### src/rtl/alu_seq.sv
// alu_seq -- registered, handshaked ALU with a stored carry and a
// multi-cycle shift-add multiplier.
//
// Ports:
//   clk, rst            clock, asynchronous active-high reset
//   in_valid/in_ready   operation handshake (A, B, opcode)
//   out_valid/out_ready result handshake (Result, Z, S, C, V)
//
// Single-cycle opcodes load Result/flags on the accepting edge (latency 1).
// MUL iterates one partial product per cycle and presents its result WIDTH
// edges after the accept.
module alu_seq #(
  parameter int WIDTH = 8,
  parameter int CW    = $clog2(WIDTH + 1)
) (
  input  logic             clk,
  input  logic             rst,
  input  logic             in_valid,
  output logic             in_ready,
  input  logic [WIDTH-1:0] A,
  input  logic [WIDTH-1:0] B,
  input  logic [3:0]       opcode,
  output logic             out_valid,
  input  logic             out_ready,
  output logic [WIDTH-1:0] Result,
  output logic             Z,
  output logic             S,
  output logic             C,
  output logic             V
);

  localparam int MSB = WIDTH - 1;
  localparam logic [CW-1:0] LAST = CW'(WIDTH - 1);

  typedef enum logic [1:0] {
    IDLE = 2'd0,
    BUSY = 2'd1,
    DONE = 2'd2
  } state_e;

  typedef enum logic [3:0] {
    OP_ADD  = 4'b0000,
    OP_SUB  = 4'b0001,
    OP_AND  = 4'b0010,
    OP_OR   = 4'b0011,
    OP_XOR  = 4'b0100,
    OP_NOR  = 4'b0101,
    OP_NAND = 4'b0110,
    OP_NOTA = 4'b0111,
    OP_SLT  = 4'b1000,
    OP_SLL  = 4'b1001,
    OP_SRL  = 4'b1010,
    OP_SRA  = 4'b1011,
    OP_ROL  = 4'b1100,
    OP_ROR  = 4'b1101,
    OP_ADC  = 4'b1110,
    OP_MUL  = 4'b1111
  } op_e;

  state_e r_state, w_state_nxt;

  logic [WIDTH-1:0]   r_result;
  logic               r_z, r_s, r_c, r_v;
  logic               r_carry;
  logic [CW-1:0]      r_cnt;
  logic [2*WIDTH-1:0] r_ma;
  logic [WIDTH-1:0]   r_mb;
  logic [2*WIDTH-1:0] r_acc;

  op_e                w_op;
  logic               w_accept;
  logic               w_is_mul;
  logic               w_mul_last;
  logic [WIDTH:0]     w_sum;
  logic [WIDTH-1:0]   w_res;
  logic               w_c, w_v;
  logic [2*WIDTH-1:0] w_acc_nxt;
  logic               w_mul_hi;

  assign w_op       = op_e'(opcode);
  assign w_is_mul   = (w_op == OP_MUL);
  assign in_ready   = ~rst & ((r_state == IDLE) | ((r_state == DONE) & out_ready));
  assign w_accept   = in_valid & in_ready;
  assign w_mul_last = (r_state == BUSY) && (r_cnt == LAST);
  assign out_valid  = (r_state == DONE);

  assign Result = r_result;
  assign Z      = r_z;
  assign S      = r_s;
  assign C      = r_c;
  assign V      = r_v;

  // Multiplicand shifts left, multiplier shifts right: bit 0 of r_mb always
  // selects whether the current shifted multiplicand is added.
  assign w_acc_nxt = r_acc + (r_mb[0] ? r_ma : '0);
  assign w_mul_hi  = |w_acc_nxt[2*WIDTH-1:WIDTH];

  // Single-cycle ALU datapath
  always_comb begin
    w_sum = '0;
    w_res = '0;
    w_c   = 1'b0;
    w_v   = 1'b0;
    case (w_op)
      OP_ADD: begin
        w_sum = {1'b0, A} + {1'b0, B};
        w_res = w_sum[WIDTH-1:0];
        w_c   = w_sum[WIDTH];
        w_v   = ~(A[MSB] ^ B[MSB]) & (A[MSB] ^ w_res[MSB]);
      end
      OP_SUB: begin
        w_sum = {1'b0, A} - {1'b0, B};
        w_res = w_sum[WIDTH-1:0];
        w_c   = w_sum[WIDTH];
        w_v   = (A[MSB] ^ B[MSB]) & (A[MSB] ^ w_res[MSB]);
      end
      OP_AND:  w_res = A & B;
      OP_OR:   w_res = A | B;
      OP_XOR:  w_res = A ^ B;
      OP_NOR:  w_res = ~(A | B);
      OP_NAND: w_res = ~(A & B);
      OP_NOTA: w_res = ~A;
      OP_SLT:  w_res = {{(WIDTH-1){1'b0}}, ($signed(A) < $signed(B))};
      OP_SLL: begin
        w_res = {A[WIDTH-2:0], 1'b0};
        w_c   = A[MSB];
      end
      OP_SRL: begin
        w_res = {1'b0, A[WIDTH-1:1]};
        w_c   = A[0];
      end
      OP_SRA: begin
        w_res = {A[MSB], A[WIDTH-1:1]};
        w_c   = A[0];
      end
      OP_ROL: w_res = {A[WIDTH-2:0], A[MSB]};
      OP_ROR: w_res = {A[0], A[WIDTH-1:1]};
      OP_ADC: begin
        w_sum = {1'b0, A} + {1'b0, B} + {{WIDTH{1'b0}}, r_carry};
        w_res = w_sum[WIDTH-1:0];
        w_c   = w_sum[WIDTH];
        w_v   = ~(A[MSB] ^ B[MSB]) & (A[MSB] ^ w_res[MSB]);
      end
      default: begin
        w_res = '0;
      end
    endcase
  end

  // FSM state register
  always_ff @(posedge clk or posedge rst) begin
    if (rst) r_state <= IDLE;
    else     r_state <= w_state_nxt;
  end

  // FSM next-state
  always_comb begin
    w_state_nxt = r_state;
    case (r_state)
      IDLE: if (w_accept) w_state_nxt = w_is_mul ? BUSY : DONE;
      BUSY: if (w_mul_last) w_state_nxt = DONE;
      DONE: begin
        if (out_ready) begin
          if (in_valid) w_state_nxt = w_is_mul ? BUSY : DONE;
          else          w_state_nxt = IDLE;
        end
      end
      default: w_state_nxt = IDLE;
    endcase
  end

  // Result/flag registers and stored carry.
  // Latency-1 loads mean an ADC accepted right after a load already sees the
  // updated r_carry, so no separate forwarding path is needed.
  always_ff @(posedge clk or posedge rst) begin
    if (rst) begin
      r_result <= '0;
      r_z      <= 1'b0;
      r_s      <= 1'b0;
      r_c      <= 1'b0;
      r_v      <= 1'b0;
      r_carry  <= 1'b0;
    end else if (w_accept && !w_is_mul) begin
      r_result <= w_res;
      r_z      <= (w_res == '0);
      r_s      <= w_res[MSB];
      r_c      <= w_c;
      r_v      <= w_v;
      r_carry  <= w_c;
    end else if (w_mul_last) begin
      r_result <= w_acc_nxt[WIDTH-1:0];
      r_z      <= (w_acc_nxt[WIDTH-1:0] == '0);
      r_s      <= w_acc_nxt[MSB];
      r_c      <= w_mul_hi;
      r_v      <= w_mul_hi;
      r_carry  <= w_mul_hi;
    end
  end

  // Shift-add multiplier
  always_ff @(posedge clk or posedge rst) begin
    if (rst) begin
      r_cnt <= '0;
      r_ma  <= '0;
      r_mb  <= '0;
      r_acc <= '0;
    end else if (w_accept && w_is_mul) begin
      r_cnt <= '0;
      r_ma  <= {{WIDTH{1'b0}}, A};
      r_mb  <= B;
      r_acc <= '0;
    end else if (r_state == BUSY) begin
      r_cnt <= r_cnt + CW'(1);
      r_ma  <= r_ma << 1;
      r_mb  <= r_mb >> 1;
      r_acc <= w_acc_nxt;
    end
  end

endmodule

### config.mk
export PLATFORM = sky130hd
export DESIGN_NAME = alu_seq
export DESIGN_NICKNAME = d
export VERILOG_FILES = /design/src/rtl/alu_seq.sv
export SDC_FILE = /design/constraint.sdc
export NUM_CORES = 1
export LEC_CHECK = 0
export ABC_AREA = 1
export BUFFER_PORTS_ARGS = -buffer_cell sky130_fd_sc_hd__clkbuf_2
export CAP_MARGIN = 25
export CORE_MARGIN = 3
export CORE_UTILIZATION = 55
export DETAILED_ROUTE_END_ITERATION = 16
export MAX_ROUTING_LAYER = met4
export PLACE_DENSITY = 0.86
export SLEW_MARGIN = 20
export SYNTH_ARGS = -nofsm -noshare
export SYNTH_HDL_FRONTEND = slang
export SYNTH_SLANG_ARGS = --single-unit
### constraint.sdc
create_clock -name clk -period 2.2 [get_ports clk]
set_input_delay 0.22 -clock clk [delete_from_list [all_inputs] [get_ports clk]]
set_output_delay 0.22 -clock clk [all_outputs]
set_load 0.05 [all_outputs]
==> summary.md <==
| Metric | Value |
|---|---|
| Placed inst area | `6276 sq um` |
| Pin count of the biggest net entering global routing | `40` |
| Arr. time, crit path | `3120 ps` |
| Clock power share | `13.7%` |
| CTS tree | `yes` |
| Post-route design area | `6914 sq um` |
| DP HPWL | `14160 um` |
| Post-Synth Adder-Cell Area | `11.47%` |
| Sw power | `3829 uW` |
| Io pins | `38` |
| Critical Path RT | `2430 ps` |
| Peak VDD IR | `0.0005525 V` |
| CTS sink count | `57` |
| CTS Hold Bufs | `0` |
| Fmax | `347.0 MHz` |
| HP Class | `in -> async` |
| Final WL | `22330 um` |
| Clock Tree Buf Depth | `2` |
| Post-Synth XOR/XNOR Area | `2.402%` |
| H-tree Lvls | `3` |
| Multiplexer share of the synthesized area | `0%` |
| Ys Warns | `0` |
| WL/cell | `21.38 um` |
| Tot GR Track Use | `38.41%` |
| Initial Utilization | `57.69%` |
| Met1 wire length | `8241 um` |
| Tcrit/Tclk final | `131.0%` |
| Leak | `0.003696 uW` |
| Pint | `3988 uW` |
| Clock root cell | `clkbuf_8` |
| Combinational share of power | `61.5%` |
| Final core area utilization | `78.14%` |
| Finished Layout Cells | `1044` |
| Worst-Margin Slew | `845.9 ps` |
| Slew headroom | `43.52%` |
| Area overhead of the layout relative to synthesis | `35.44%` |
| Layout Skew | `15.16 ps` |
| Filler Cells Inserted | `618` |
| Final Max Tran Viols | `0` |
| Vias in the first global route | `5889` |
| CTS Buf Count | `9` |
| Failing checks | `negative setup slack` |
| Flop pwr share | `24.9%` |
| # diodes | `0` |
| Status | `complete, but fails checks` |
| DR vias/cell | `6.372` |
| Largest family of logic cells by synthesized area | `simple AND/OR/NAND/NOR gates` |
| Total Power | `7817 uW` |
| Post-synthesis compound-gate area fraction | `16.18%` |
| PnR worst setup slack | `-682.1 ps` |
| Die width | `102.3 um` |
| DIE HEIGHT | `102.3 um` |
| Worst setup SP type | `register` |
| Worst flop-to-flop path startpoint | `r_mb[0]$_DFFE_PP0P_` |
| Worst R2R End | `r_carry$_DFFE_PP0P_` |
| Sequential fraction of the synthesis area | `27.94%` |
| Drt initial violations | `969` |
| Synth Flop Type | `dfrtp_1` |
| Clock-pin slew of the registers on the worst-case setup and hold paths | `80 ps` |
| Async set or reset register ratio after synthesis | `100.0%` |
| Setup TNS | `-3114 ps` |
| Unrepaired setup endpoints after global routing | `true` |
| EDFF count, synth | `0` |
| Top Metal Used | `met4` |
| Full die area | `10470 sq um` |
| Grt total ovfl | `0` |
| Critical-path maximum fanout | `6` |
| Setup Crit Path Kind | `reg -> reg` |
| DRC viols | `0` |
| # port buffers | `37` |
| Vias | `6652` |
| Multi-input logic area | `3540 sq um` |
| Gate Count Post-Synth | `771` |
| Synth Register Bits | `57` |
| Mapped Area | `5105 sq um` |
| Post-layout min period | `2882 ps` |
| Synth unique cells | `40` |
| Simple-gate share of the synthesized area | `31.67%` |
| Syn nets | `840` |
| First-pass GRT wire length | `30020 um` |
| Cell depth of the worst flop-to-flop path | `18` |
| DR pass1 iterations | `9` |
| Worst Setup End Kind | `register` |
| Remaining antenna violation count | `0` |
| Final hold vios | `0` |
| Layout cell share with drive strength beyond 1 | `29.06%` |
| Core Rows | `34` |
| Syn_area_per_cell | `6.621 sq um` |
| R2r setup slk | `-680 ps` |
| PwrDens | `1131 nW/um^2` |
| Setup Viol. Count Final | `17` |
| Antenna violations before repair | `0` |
| Fin nets | `1000` |
| Met2 WL | `9824 um` |
| Placed Instances | `1014` |
| CORE AREA | `8848 sq um` |
| Switching Share | `48.99%` |
| Max_cap viols | `0` |
| Register area | `1428 sq um` |
| Placer Congestion | `1.060` |
| Met3 WL | `2776 um` |
| Clk_lat worst skew | `360 ps` |
-- cells by family (layout without fill, tap and decap cells) --
| group | Yosys count | count (layout) |
|---|---|---|
| flops | 57 | 57 |
| buf+inv | 136 | 301 |
| simple gates | 384 | 384 |
| compound gates | 135 | 135 |
| xor+xnor | 14 | 14 |
| fa+ha+maj | 45 | 45 |
-- worst max-delay path by stage --
| stage | from | end | slack (ps) |
|---|---|---|---|
| after floorplan | r_mb[0]$_DFFE_PP0P_ | r_carry$_DFFE_PP0P_ | -60 |
| after global placement | r_mb[0]$_DFFE_PP0P_ | r_carry$_DFFE_PP0P_ | -310 |
| after detailed placement | r_mb[0]$_DFFE_PP0P_ | r_carry$_DFFE_PP0P_ | -430 |
| after CTS | r_mb[0]$_DFFE_PP0P_ | r_carry$_DFFE_PP0P_ | -280 |
| after global routing | r_mb[0]$_DFFE_PP0P_ | r_carry$_DFFE_PP0P_ | -720 |
| final | r_mb[0]$_DFFE_PP0P_ | r_carry$_DFFE_PP0P_ | -680 |
-- power groups by stage --
stage	clock [uW]	combinational, uW	sequential, uW
6_report	1070	4800	1940
5_1_grt	1100	5080	1960
4_1_cts	1040	4000	1860
3_5_place_dp	0	3620	1860
3_3_place_gp	0	3480	1830
2_1_floorplan	0	1980	2060
-- layer usage --
metal	track usage (%)	up-vias
met5	-	-
met4	17.66	0
met3	8.942	160
met2	59.07	587
met1	47.81	3056
li1	-	2849
-- stage by stage --
step                setup slack (ps)  hold slack, ps
CTS                           -280.7           69.25
global route                  -718.9           107.1
floorplan                     -60.30           348.1
global placement              -311.3           427.9
detailed placement            -431.9           439.6
finish                        -682.1           51.54
-- area by class of cell --
cell class | instances | share of cell area [%]
multi-input combinational | 578 | 51.19
sequential | 57 | 20.65
timing repair buffer | 164 | 16.65
inverter | 121 | 6.605
clock buffer | 10 | 1.991
tap | 108 | 1.954
clock inverter | 6 | 0.9591
-- Yosys cell counts, drive strengths merged, types with 3 or more instances --
cell type | count | share of area (%)
nand2 | 224 | 17
o221ai | 11 | 1.9
a21boi | 3 | 0.44
clkbuf | 9 | 0.66
xor2 | 12 | 2.1
ha | 42 | 10
o22ai | 15 | 1.8
a21oi | 40 | 3.9
nor2 | 77 | 6.3
o21ai | 39 | 3.8
buf | 6 | 0.74
nor3 | 3 | 0.29
dfrtp | 57 | 28
a22o | 4 | 0.69
o211ai | 7 | 1.0
fa | 3 | 1.2
o21bai | 3 | 0.44
a22oi | 5 | 0.74
nand3 | 57 | 5.6
or2 | 4 | 0.49
inv | 121 | 8.9
nand4 | 16 | 2.0
-- sequential cells by signal, summed over array words and instances, names as in the netlist --
signal and count:
Result 8, V 1, Z 1, r_acc 16
r_carry 1, r_cnt 4, r_ma 16, r_mb 8
r_state 2
-- layout by cell type, fill, tap and decap left out, drive strengths merged, types with 2 or more instances in the layout --
master / n
nand2: 224
buf: 127
inv: 122
nor2: 77
dfrtp: 57
nand3: 57
clkbuf: 47
ha: 42
a21oi: 40
o21ai: 39
nand4: 16
o22ai: 15
xor2: 12
o221ai: 11
o211ai: 7
a22oi: 5
a22o: 4
or2: 4
nor3: 3
clkinvlp: 3
a21boi: 3
o21bai: 3
fa: 3
nand3b: 2
a21o: 2
a211oi: 2
xnor2: 2
-- timing repair --
item / in CTS / in global routing
pin swaps: 16 / 20
resized for setup: 26 / 65
cloned: 0 / 1
setup buffers: 10 / 6
setup endpoints to repair: 9 / 20
-- worst max-delay path, stage by stage, from the launching register on --
cell and delay, ps:
dfrtp_2 470, buf_2 180, nand2_1 140, inv_1 90, ha_4 270, nand2_1 100
nor2_2 170, nand3_1 120, or2_2 340, nand2_1 70, nand2_1 60, nand2_1 90
nand2_1 90, nor2_2 150, nand2_2 130, nand2_1 100, nand2_1 60, nand2_1 70
nand2_1 80
Note: power is estimated with default switching activity, not from simulation.
